File: config.mk
export PLATFORM = sky130hd
export DESIGN_NAME = apple2_io_responder
export DESIGN_NICKNAME = d
export VERILOG_FILES = /design/src/rtl/apple2_io_responder.sv
export SDC_FILE = /design/constraint.sdc
export NUM_CORES = 1
export LEC_CHECK = 0
export CAP_MARGIN = 10
export CORE_MARGIN = 2
export CORE_UTILIZATION = 55
export CTS_BUF_LIST = sky130_fd_sc_hd__clkbuf_16
export CTS_CLUSTER_DIAMETER = 200
export DETAILED_ROUTE_END_ITERATION = 10
export GPL_ROUTABILITY_DRIVEN = 0
export PLACE_DENSITY = 0.82
export SLEW_MARGIN = 30
export SYNTH_ARGS = -nofsm -noshare
export SYNTH_HDL_FRONTEND = slang
export SYNTH_SLANG_ARGS = --single-unit
File: constraint.sdc
create_clock -name clk -period 3.6 [get_ports clk]
set_input_delay 0.54 -clock clk [delete_from_list [all_inputs] [get_ports clk]]
set_output_delay 0.54 -clock clk [all_outputs]
set_load 0.02 [all_outputs]
File: src/rtl/apple2_io_responder.sv
// Apple II I/O page ($C000-$C0FF) responder: keyboard latch/strobe fed by a key FIFO,
// speaker toggle and video soft switches. Read data is registered (latency 1).
module apple2_io_responder #(
   parameter int KBD_FIFO_DEPTH = 4
) (
   input  logic        clk,
   input  logic        reset_n,
   input  logic [15:0] cpu_addr,
   input  logic        cpu_we,
   input  logic [7:0]  cpu_data_in,
   output logic [7:0]  io_data_out,
   output logic        io_cs_r,
   input  logic        kbd_valid,
   input  logic [6:0]  kbd_ascii,
   output logic        kbd_ready,
   output logic        sw_text,
   output logic        sw_mixed,
   output logic        sw_page2,
   output logic        sw_hires,
   output logic        speaker
);

   localparam int AW = $clog2(KBD_FIFO_DEPTH);
   localparam logic [AW:0] PTR_ONE = {{AW{1'b0}}, 1'b1};

   logic        sel_s, kbd_rd_s, clr_s, spk_s, sw_s;
   logic        full_s, empty_s, push_s, pop_s;
   logic        unused_s;

   logic [7:0]  data_q, data_d;
   logic        cs_q, cs_d;
   logic        spk_q, spk_d;
   logic        text_q, text_d;
   logic        mixed_q, mixed_d;
   logic        page2_q, page2_d;
   logic        hires_q, hires_d;
   logic        strobe_q, strobe_d;
   logic [6:0]  latch_q, latch_d;
   logic [AW:0] wr_ptr_q, wr_ptr_d;
   logic [AW:0] rd_ptr_q, rd_ptr_d;
   logic [6:0]  mem_q [KBD_FIFO_DEPTH];
   logic [6:0]  mem_d [KBD_FIFO_DEPTH];

   // Writes behave exactly like reads on the I/O page, so write data is never used.
   assign unused_s = ^{cpu_we, cpu_data_in};

   assign sel_s    = (cpu_addr[15:8] == 8'hC0);
   assign kbd_rd_s = sel_s && (cpu_addr[7:5] == 3'b000);
   assign clr_s    = sel_s && (cpu_addr[7:4] == 4'h1);
   assign spk_s    = sel_s && (cpu_addr[7:4] == 4'h3);
   assign sw_s     = sel_s && (cpu_addr[7:3] == 5'b01010);

   assign empty_s  = (wr_ptr_q == rd_ptr_q);
   assign full_s   = (wr_ptr_q[AW] != rd_ptr_q[AW]) &&
                     (wr_ptr_q[AW-1:0] == rd_ptr_q[AW-1:0]);
   assign push_s   = kbd_valid && !full_s;
   // A $C01x access blocks the pop so a clear is always visible for one cycle.
   assign pop_s    = !empty_s && !strobe_q && !clr_s;

   // Next-state for read path, side effects and key FIFO.
   always_comb begin
      data_d   = 8'h00;
      cs_d     = sel_s;
      spk_d    = spk_q;
      text_d   = text_q;
      mixed_d  = mixed_q;
      page2_d  = page2_q;
      hires_d  = hires_q;
      strobe_d = strobe_q;
      latch_d  = latch_q;
      wr_ptr_d = wr_ptr_q;
      rd_ptr_d = rd_ptr_q;
      mem_d    = mem_q;

      if (kbd_rd_s) begin
         data_d = {strobe_q, latch_q};
      end else begin
         data_d = 8'h00;
      end

      if (spk_s) begin
         spk_d = ~spk_q;
      end else begin
         spk_d = spk_q;
      end

      if (sw_s) begin
         case (cpu_addr[2:1])
            2'd0:    text_d  = cpu_addr[0];
            2'd1:    mixed_d = cpu_addr[0];
            2'd2:    page2_d = cpu_addr[0];
            2'd3:    hires_d = cpu_addr[0];
            default: text_d  = text_q;
         endcase
      end else begin
         text_d = text_q;
      end

      if (push_s) begin
         mem_d[wr_ptr_q[AW-1:0]] = kbd_ascii;
         wr_ptr_d = wr_ptr_q + PTR_ONE;
      end else begin
         wr_ptr_d = wr_ptr_q;
      end

      if (clr_s) begin
         strobe_d = 1'b0;
      end else if (pop_s) begin
         strobe_d = 1'b1;
         latch_d  = mem_q[rd_ptr_q[AW-1:0]];
         rd_ptr_d = rd_ptr_q + PTR_ONE;
      end else begin
         strobe_d = strobe_q;
      end
   end

   // State registers with asynchronous active-low reset.
   always_ff @(posedge clk or negedge reset_n) begin
      if (!reset_n) begin
         data_q   <= 8'h00;
         cs_q     <= 1'b0;
         spk_q    <= 1'b0;
         text_q   <= 1'b1;
         mixed_q  <= 1'b0;
         page2_q  <= 1'b0;
         hires_q  <= 1'b0;
         strobe_q <= 1'b0;
         latch_q  <= 7'h00;
         wr_ptr_q <= '0;
         rd_ptr_q <= '0;
         for (int i = 0; i < KBD_FIFO_DEPTH; i++) begin
            mem_q[i] <= 7'h00;
         end
      end else begin
         data_q   <= data_d;
         cs_q     <= cs_d;
         spk_q    <= spk_d;
         text_q   <= text_d;
         mixed_q  <= mixed_d;
         page2_q  <= page2_d;
         hires_q  <= hires_d;
         strobe_q <= strobe_d;
         latch_q  <= latch_d;
         wr_ptr_q <= wr_ptr_d;
         rd_ptr_q <= rd_ptr_d;
         mem_q    <= mem_d;
      end
   end

   assign io_data_out = data_q;
   assign io_cs_r     = cs_q;
   assign kbd_ready   = !full_s;
   assign sw_text     = text_q;
   assign sw_mixed    = mixed_q;
   assign sw_page2    = page2_q;
   assign sw_hires    = hires_q;
   assign speaker     = spk_q;

endmodule

==> results, run 1 <==
- In this run the worst path has a maximum fanout of 10.
- In this run the critical register-to-register path is captured at mem_q[4].
- The via total after detailed routing is 1491.
- The gate count of the mapped netlist is 168.
- The number of setup buffers added after CTS is 0.
- The peak clock frequency supported by timing is 390.5 MHz.
- Counting distinct cell types in the post-synthesis netlist gives 31.
- The library cells used most frequently in the layout, excluding fill and tap cells, are 55 x sky130_fd_sc_hd__dfrtp_1, 40 x sky130_fd_sc_hd__mux2_2, 39 x sky130_fd_sc_hd__clkdlybuf4s50_1, 12 x sky130_fd_sc_hd__and2_1, 7 x sky130_fd_sc_hd__mux4_2.
- The floorplan step defined a die boundary enclosing 0.005028 mm^2.
- The count of endpoints failing hold in the final timing report is 0.
- STA classifies the critical path endpoint as a primary output.
- In the final routed layout, each cell accounts on average for 17.15 um.
- Setup repair after global routing left no endpoint under its margin.
- The first routing iteration left 70 violations.
- Counting every sink on the clock net gives 56.
- The post-synthesis sequential area ratio is 56.96%.
- The iteration count of the initial detailed-routing pass is 4.
- Once the floorplan was initialized, standard cells occupied 56.94% of the core.
- The relative area change from synthesis to final layout is 23.63%.
- The count of hold buffers inserted by post-cts repair is 0.
- The count of buffers added on input and output ports is 40.
- The clock tree from TritonCTS is done.
- No sink is reached through more buffers than the 2 on the longest clock path.
- The buffer type at the clock tree root is sky130_fd_sc_hd__clkbuf_16.
- The library cell used most frequently in the layout, excluding fill and tap cells, is sky130_fd_sc_hd__dfrtp_1.
- The site row count is 24.
- VDD sags by at most 0.3618 mV.
- The source-to-sink clock delay at the later pin of the worst-skew pair is 0.28 ns.
- The leakage power is 0.001336 uW.
- The setup path with the least slack is of type reg -> out.
- The total congestion overflow is 0.
- The via count of the first global-routing pass came to 1620.
- The slack of the worst reg-to-reg path is 1.21 ns.
- The floorplan step defined a core boundary enclosing 0.004324 mm^2.
- Pin placement for this block handled 50 I/O pins.
- The height of the die is 70.91 um.
- The number of warnings issued by yosys is 0.
- The headroom to the max-slew limit is 55.93%.
- The flow ran to the end, and the final reports show no timing, DRC or antenna violations.
- For the final database, setup skew stands at 0.005037 ns.
- After synthesis, the mean cell area works out to 14.66 um^2.
- The type of the most critical hold path is in -> async.
- Once detail routing completed, the nets flagged for antenna violations numbered 0.
- After detailed routing, the total wire length is 4528 um.
- The post-layout minimum cycle time is 2.561 ns.
- For the worst setup path, the data arrival time is 2.02 ns.
- The number of antenna violations at the first check in global routing is 0.
- The number of buffers created by CTS is 5.
- The final count of negative-setup-slack endpoints is 0.
- In this run, post-CTS repair resized a total of 0 instances.
- Dividing the detail-routed via count by the number of cells gives 5.648.
- The type of origin of the critical path is a flip-flop.
- The first-pass GRT wire length is 7817 um.
- After clock tree synthesis, the clock-pin slew on the worst setup and hold paths is 0.06 ns.
- The H-tree was split into 2 levels.
- After legalization and detailed placement, the total HPWL measured 3276 um.
- The remaining design rule violation count is 0.
- The die width is 70.91 um.
- Power spread over the standard cell area amounts to 607.2 mW/mm^2.
- The max-slew violation total from the final report is 0.
- The total nets after synthesis is 208.
- Entering global routing, the biggest net connects 56 pins.
- The antenna diode instance count is 0.
- The synthesized netlist occupies a cell area of 0.002462 mm^2.
- The core utilization of the finished layout is 70.40%.
- STA puts the critical path data required time at 3.06 ns.
- The slew at the pin with the worst max-slew slack is 0.6610 ns.
- The share of layout cells above drive strength 1 is 29.25%.
- Adding up every negative setup slack in the final design gives 0 ns.
- The share of the cycle needed by the critical path after routing is 71.14%.
- In this run, synthesis produced a sequential element count of 56.
- Across every metal layer, demand over resource in global routing totals 20.33%.
- Across the run, the number of max-cap violations was 0.
- In this run the critical register-to-register path is launched from rd_ptr_q[1].
- The final layout contains 251 nets.
- The worst register-to-register path has a depth of 4.
## Yosys cell counts (all sizes together)
master / number / area, um^2
buf: 6 / 32.53
nand4bb: 1 / 11.26
ha: 5 / 62.56
dfrtp: 55 / 1376
nand3b: 3 / 22.52
nand2b: 1 / 6.260
a31oi: 1 / 6.260
o41a: 1 / 11.26
or4: 1 / 11.26
or3: 1 / 7.510
or2: 1 / 6.260
and4: 1 / 8.760
mux2: 40 / 450.4
nand2: 6 / 30.03
a211o: 1 / 8.760
xnor2: 4 / 35.03
nor2: 6 / 22.52
o21ai: 1 / 5.000
dfstp: 1 / 26.28
nand3: 1 / 5.000
mux4: 7 / 157.7
nor3: 1 / 5.000
or3b: 1 / 8.760
xor2: 3 / 26.28
and2: 12 / 75.07
nor4bb: 1 / 10.01
nor4: 2 / 18.77
inv: 4 / 15.01
## per-stage QoR
| stage | power, uW | instance area [um^2] | instances | setup WS [ns] | hold slack [ns] |
|---|---|---|---|---|---|
| after floorplan | 1264 | 2462 | 168 | 1.438 | 0.2444 |
| after global placement | 1357 | 2905 | 256 | 0.9249 | 0.4596 |
| after detailed placement | 1413 | 2908 | 256 | 0.8975 | 0.4721 |
| after CTS | 1870 | 3044 | 264 | 1.015 | 0.3137 |
| after global routing | 1969 | 3044 | 264 | 0.9464 | 0.3483 |
| final | 1848 | 3044 | 264 | 1.039 | 0.2806 |
## how the worst max path moves through the flow
stage	startpoint	endpoint	slack (ns)	cells past startpoint
after global placement	cpu_addr[9]	io_data_out[3]	0.92	5
after global routing	rd_ptr_q[1]	kbd_ready	0.95	4
after CTS	rd_ptr_q[1]	kbd_ready	1.02	4
after detailed placement	cpu_addr[9]	io_data_out[4]	0.90	5
after floorplan	cpu_addr[9]	latch_q[0]	1.44	4
final	rd_ptr_q[1]	kbd_ready	1.04	4
## routing by layer
layer | vias up | global-route usage [%] | wire length, um
met5 | - | 0 | 0
met4 | 0 | 6.709 | 68
met3 | 8 | 5.556 | 246
met2 | 45 | 36.45 | 2378
met1 | 759 | 23.61 | 1835
li1 | 679 | - | -
## cell type report
class	instances	area, um^2
clock inverter	3	11.26
tap	52	65.06
inverter	4	15.01
multi-input combinational	102	1012
fill	313	1280
sequential	56	1403
timing repair buffer	42	412.9
clock buffer	5	125.1
## report_power, final
| part | total, uW | switching, uW | internal (uW) |
|---|---|---|---|
| registers | 914 | 102 | 812 |
| logic | 490 | 194 | 296 |
| clock network | 444 | 194 | 251 |
| total | 1850 | 490 | 1360 |
## worst max-delay path, cell delays in order (launching register included)
cell	delay, ns
sky130_fd_sc_hd__dfrtp_1	0.55
sky130_fd_sc_hd__xnor2_1	0.35
sky130_fd_sc_hd__and2_1	0.22
sky130_fd_sc_hd__nand2_1	0.08
sky130_fd_sc_hd__clkdlybuf4s50_1	0.55
## cell families (layout without fill, tap and decap cells)
kind of cell | after synthesis | in the layout | share of synthesized area [%]
and+or+nand+nor | 39 | 39 | 10.11
buffers and inverters | 10 | 54 | 1.931
AOI/OAI and AO/OA | 4 | 4 | 1.270
xor gates and xnor gates | 7 | 7 | 2.490
muxes | 47 | 47 | 24.69
DFF | 56 | 56 | 56.96
adders and majority gates | 5 | 5 | 2.541
## flip-flops by register name (all words and copies together) (netlist names)
signal       cells
io_cs_r          1
io_data_out      8
mem_q           28
rd_ptr_q         3
sw_hires         1
speaker          1
wr_ptr_q         3
sw_text          1
latch_q          7
strobe_q         1
sw_page2         1
sw_mixed         1
(Power assumes the default switching activity.)
==> inputs of run 2 (changes only) <==
--- a/config.mk
+++ b/config.mk
@@ -7,12 +7,12 @@
 export LEC_CHECK = 0
 export CAP_MARGIN = 10
 export CORE_MARGIN = 2
-export CORE_UTILIZATION = 55
+export CORE_UTILIZATION = 51
 export CTS_BUF_LIST = sky130_fd_sc_hd__clkbuf_16
 export CTS_CLUSTER_DIAMETER = 200
 export DETAILED_ROUTE_END_ITERATION = 10
 export GPL_ROUTABILITY_DRIVEN = 0
-export PLACE_DENSITY = 0.82
+export PLACE_DENSITY = 0.76
 export SLEW_MARGIN = 30
 export SYNTH_ARGS = -nofsm -noshare
 export SYNTH_HDL_FRONTEND = slang
==> constraint.sdc (replaced) <==
create_clock -name clk -period 2.5 [get_ports clk]
set_input_delay 0.375 -clock clk [delete_from_list [all_inputs] [get_ports clk]]
set_output_delay 0.375 -clock clk [all_outputs]
set_load 0.02 [all_outputs]
==> run 2 against run 1 <==
Compared with the run above:
- register-to-register slack worse by 0.64 ns
- final area is 2.5% higher
- die area rose by 7.4%
- wire length shrank 4.2%
- critical path type is now in -> reg
==> results, run 2 (same netlist as run 1, synthesis figures left out) <==
- The aggregate negative setup slack came to 0 ns (unchanged).
- The total congestion overflow was 0 (unchanged).
- The post-route clock skew came to 0.003742 ns (was 0.005037 ns).
- The source-to-sink clock delay at the later pin of the worst-skew pair is 0.28 ns (about the same).
- The highest fanout seen on the critical path was 4 (was 10).
- The switching power is 711.9 uW (was 489.9 uW).
- The internal power is 2070 uW (was 1359 uW).
- The buffer type at the clock tree root was sky130_fd_sc_hd__clkbuf_16 (unchanged).
- The via count of the first global-routing pass is 1572 (was 1620).
- The register with the highest flop count is mem_q (unchanged).
- The nature of the critical path endpoint was a flip-flop (was primary output).
- The flip-flop count of the largest register after layout was 28 (unchanged).
- The number of antenna violations at the first check in global routing is 0 (unchanged).
- The antenna diode instance count was 0 (unchanged).
- The slew at the pin with the worst max-slew slack is 0.4761 ns (was 0.6610 ns).
- The share of the cycle needed by the critical path after routing is 87.36%.
- The half-perimeter wire length of the detailed placement result is 3249 um (was 3276 um).
- The proportion of power drawn by the clock network is 26.9% (was 24.0%).
- The number of design-rule violations left by the first detailed-router iteration was 117 (was 70).
- The data arrival at the endpoint of the critical path was 2.36 ns (was 2.02 ns).
- The vias per cell is 5.458 (was 5.648).
- The maximum buffer depth of the clock tree came to 2 (unchanged).
- The largest net degree at the start of global routing is 57 (was 56).
- The share of power burned in combinational logic was 25.5% (was 26.5%).
- The die width is 73.49 um (was 70.91 um).
- The proportion of total power due to net switching came to 25.59% (was 26.50%).
- The max-slew violation total from the final report is 0 (unchanged).
- The site row count is 25 (was 24).
- The final count of negative-setup-slack endpoints is 0 (unchanged).
- The count of endpoints failing hold in the final timing report is 0 (unchanged).
- The worst setup margin is 0.3160 ns (was 1.039 ns).
- The share of layout cells above drive strength 1 is 31.80% (was 29.25%).
- The largest voltage drop on the vdd net is 0.5824 mV (was 0.3618 mV).
- The relative area change from synthesis to final layout is 26.78% (was 23.63%).
- The total I/O pin count is 50 (unchanged).
- The number of routed nets with antenna violations came to 0 (unchanged).
- The register clock-pin slew on the reported worst setup and hold paths is 0.06 ns (about the same).
- The number of buffers created by CTS is 5 (unchanged).
- The routed design could run at a clock period as short as 2.184 ns.
- The average wire per cell in the routed design was 16.01 um (was 17.15 um).
- The area of the die is 0.005400 mm^2 (was 0.005028 mm^2).
- The first-pass GRT wire length was 7100 um (was 7817 um).
- The remaining design rule violation count is 0 (unchanged).
- The filler-free cell count of the finished design came to 271 (was 264).
- The count of buffers from port buffering is 40 (unchanged).
- The area of the placeable core came to 0.004692 mm^2 (was 0.004324 mm^2).
- The global-route total usage across every layer is 17.75% (was 20.33%).
- The type of origin of the critical path is a primary input (was flip-flop).
- The most common cell after layout, fill and taps aside is sky130_fd_sc_hd__dfrtp_1 (unchanged).
- The post-place instance area came to 0.002958 mm^2 (was 0.002908 mm^2).
- The core utilization of the finished layout is 66.53% (was 70.40%).
- The count of hold buffers inserted by post-cts repair was 0 (unchanged).
- The headroom to the max-slew limit was 68.26% (was 55.93%).
- The peak clock frequency supported by timing is 457.9 MHz.
- The iteration count of the initial detailed-routing pass is 4 (unchanged).
- The total number of nets in the final design came to 256 (was 251).
- The power density relative to cell area was 891.3 mW/mm^2 (was 607.2 mW/mm^2).
- Setup repair after global routing missed its margin: false (unchanged).
- Outcome: completed (unchanged).
- The via total after detailed routing is 1479 (was 1491).
- The design area is 0.003122 mm^2 (was 0.003044 mm^2).
- The required arrival time at the worst endpoint was 2.67 ns (was 3.06 ns).
- The leakage power came to 0.001380 uW (was 0.001336 uW).
- The total wire length is 4339 um (was 4528 um).
- The total placed cells including tap cells is 263 (was 256).
- The number of setup buffers added after CTS is 0 (unchanged).
- The height of the die is 73.49 um (was 70.91 um).
- The CTS H-tree depth is 2 (unchanged).
- The type of the worst setup path was in -> reg (was reg -> out).
- The portion of total power attributed to sequential cells is 47.5% (was 49.4%).
- The type of the most critical hold path is in -> async (unchanged).
- The TritonCTS sink count was 56 (unchanged).
- Top library cells by usage in the layout, fill and taps aside: 55 x sky130_fd_sc_hd__dfrtp_1, 40 x sky130_fd_sc_hd__mux2_2, 39 x sky130_fd_sc_hd__clkdlybuf4s50_1, 12 x sky130_fd_sc_hd__and2_1, 7 x sky130_fd_sc_hd__mux4_2 (unchanged).
- The initial standard-cell utilization of the core is 52.48% (was 56.94%).
- The total of max-cap violations came to 0 (unchanged).
- The worst-case setup slack after placement is -0.01999 ns (was 0.8975 ns).
- The post-cts sizing count was 0 (unchanged).
- The clock tree from TritonCTS is done (unchanged).
## run 2: cell count changes in the layout (fill, tap and decap cells not counted), sizes merged
cell / delta
buf: +5
bufinv: +1
clkinv: -1
## run 2: power groups by stage
stage                     combinational, uW  clock [uW]  sequential, uW
after floorplan                         541           0            1280
after global placement                  678           0            1300
after global routing                    782         814            1350
final                                   711         749            1320
after detailed placement                717           0            1340
after CTS                               725         771            1320
## run 2: cell type report
class	count	area [um^2]
flip-flops and latches	56	1403
inverters	4	15.01
repair buffers	47	460.4
clock buffers	5	125.1
well taps	54	67.56
fillers	339	1570
clock inverters	3	38.79
multi-input cells	102	1012
## run 2: critical path: stages
cell and delay (ns):
sky130_fd_sc_hd__clkdlybuf4s50_1 0.40, sky130_fd_sc_hd__or4_4 0.54, sky130_fd_sc_hd__buf_4 0.17, sky130_fd_sc_hd__nor4_2 0.44, sky130_fd_sc_hd__nand3_1 0.15, sky130_fd_sc_hd__mux2_2 0.29
## run 2: per-stage QoR
stage	power (uW)	hold slack (ns)
final	2782	0.07306
after global routing	2951	0.09947
after CTS	2819	0.09004
after detailed placement	2055	0.3890
after global placement	1977	0.3859
after floorplan	1820	0.07941
## run 2: final timing paths
check                       startpoint        endpoint  slack, ns  cells after the start
max                        cpu_addr[9]        sw_hires       0.32                      6
min                            reset_n  io_data_out[7]       0.07                      2
max reg2reg                wr_ptr_q[1]        mem_q[1]       0.57                      4
min reg2reg                 latch_q[0]  io_data_out[0]       0.47                      1
max in group asynchronous      reset_n         sw_text       2.14                      2
min in group clk            latch_q[0]  io_data_out[0]       0.47                      1
## run 2: metal layers
metal / up-vias / wire, um / track usage [%]
li1: 693 / - / -
met1: 728 / 1667 / 19.85
met2: 48 / 2289 / 31.25
met3: 10 / 304 / 4.938
met4: 0 / 77 / 8.081
met5: - / 0 / 0
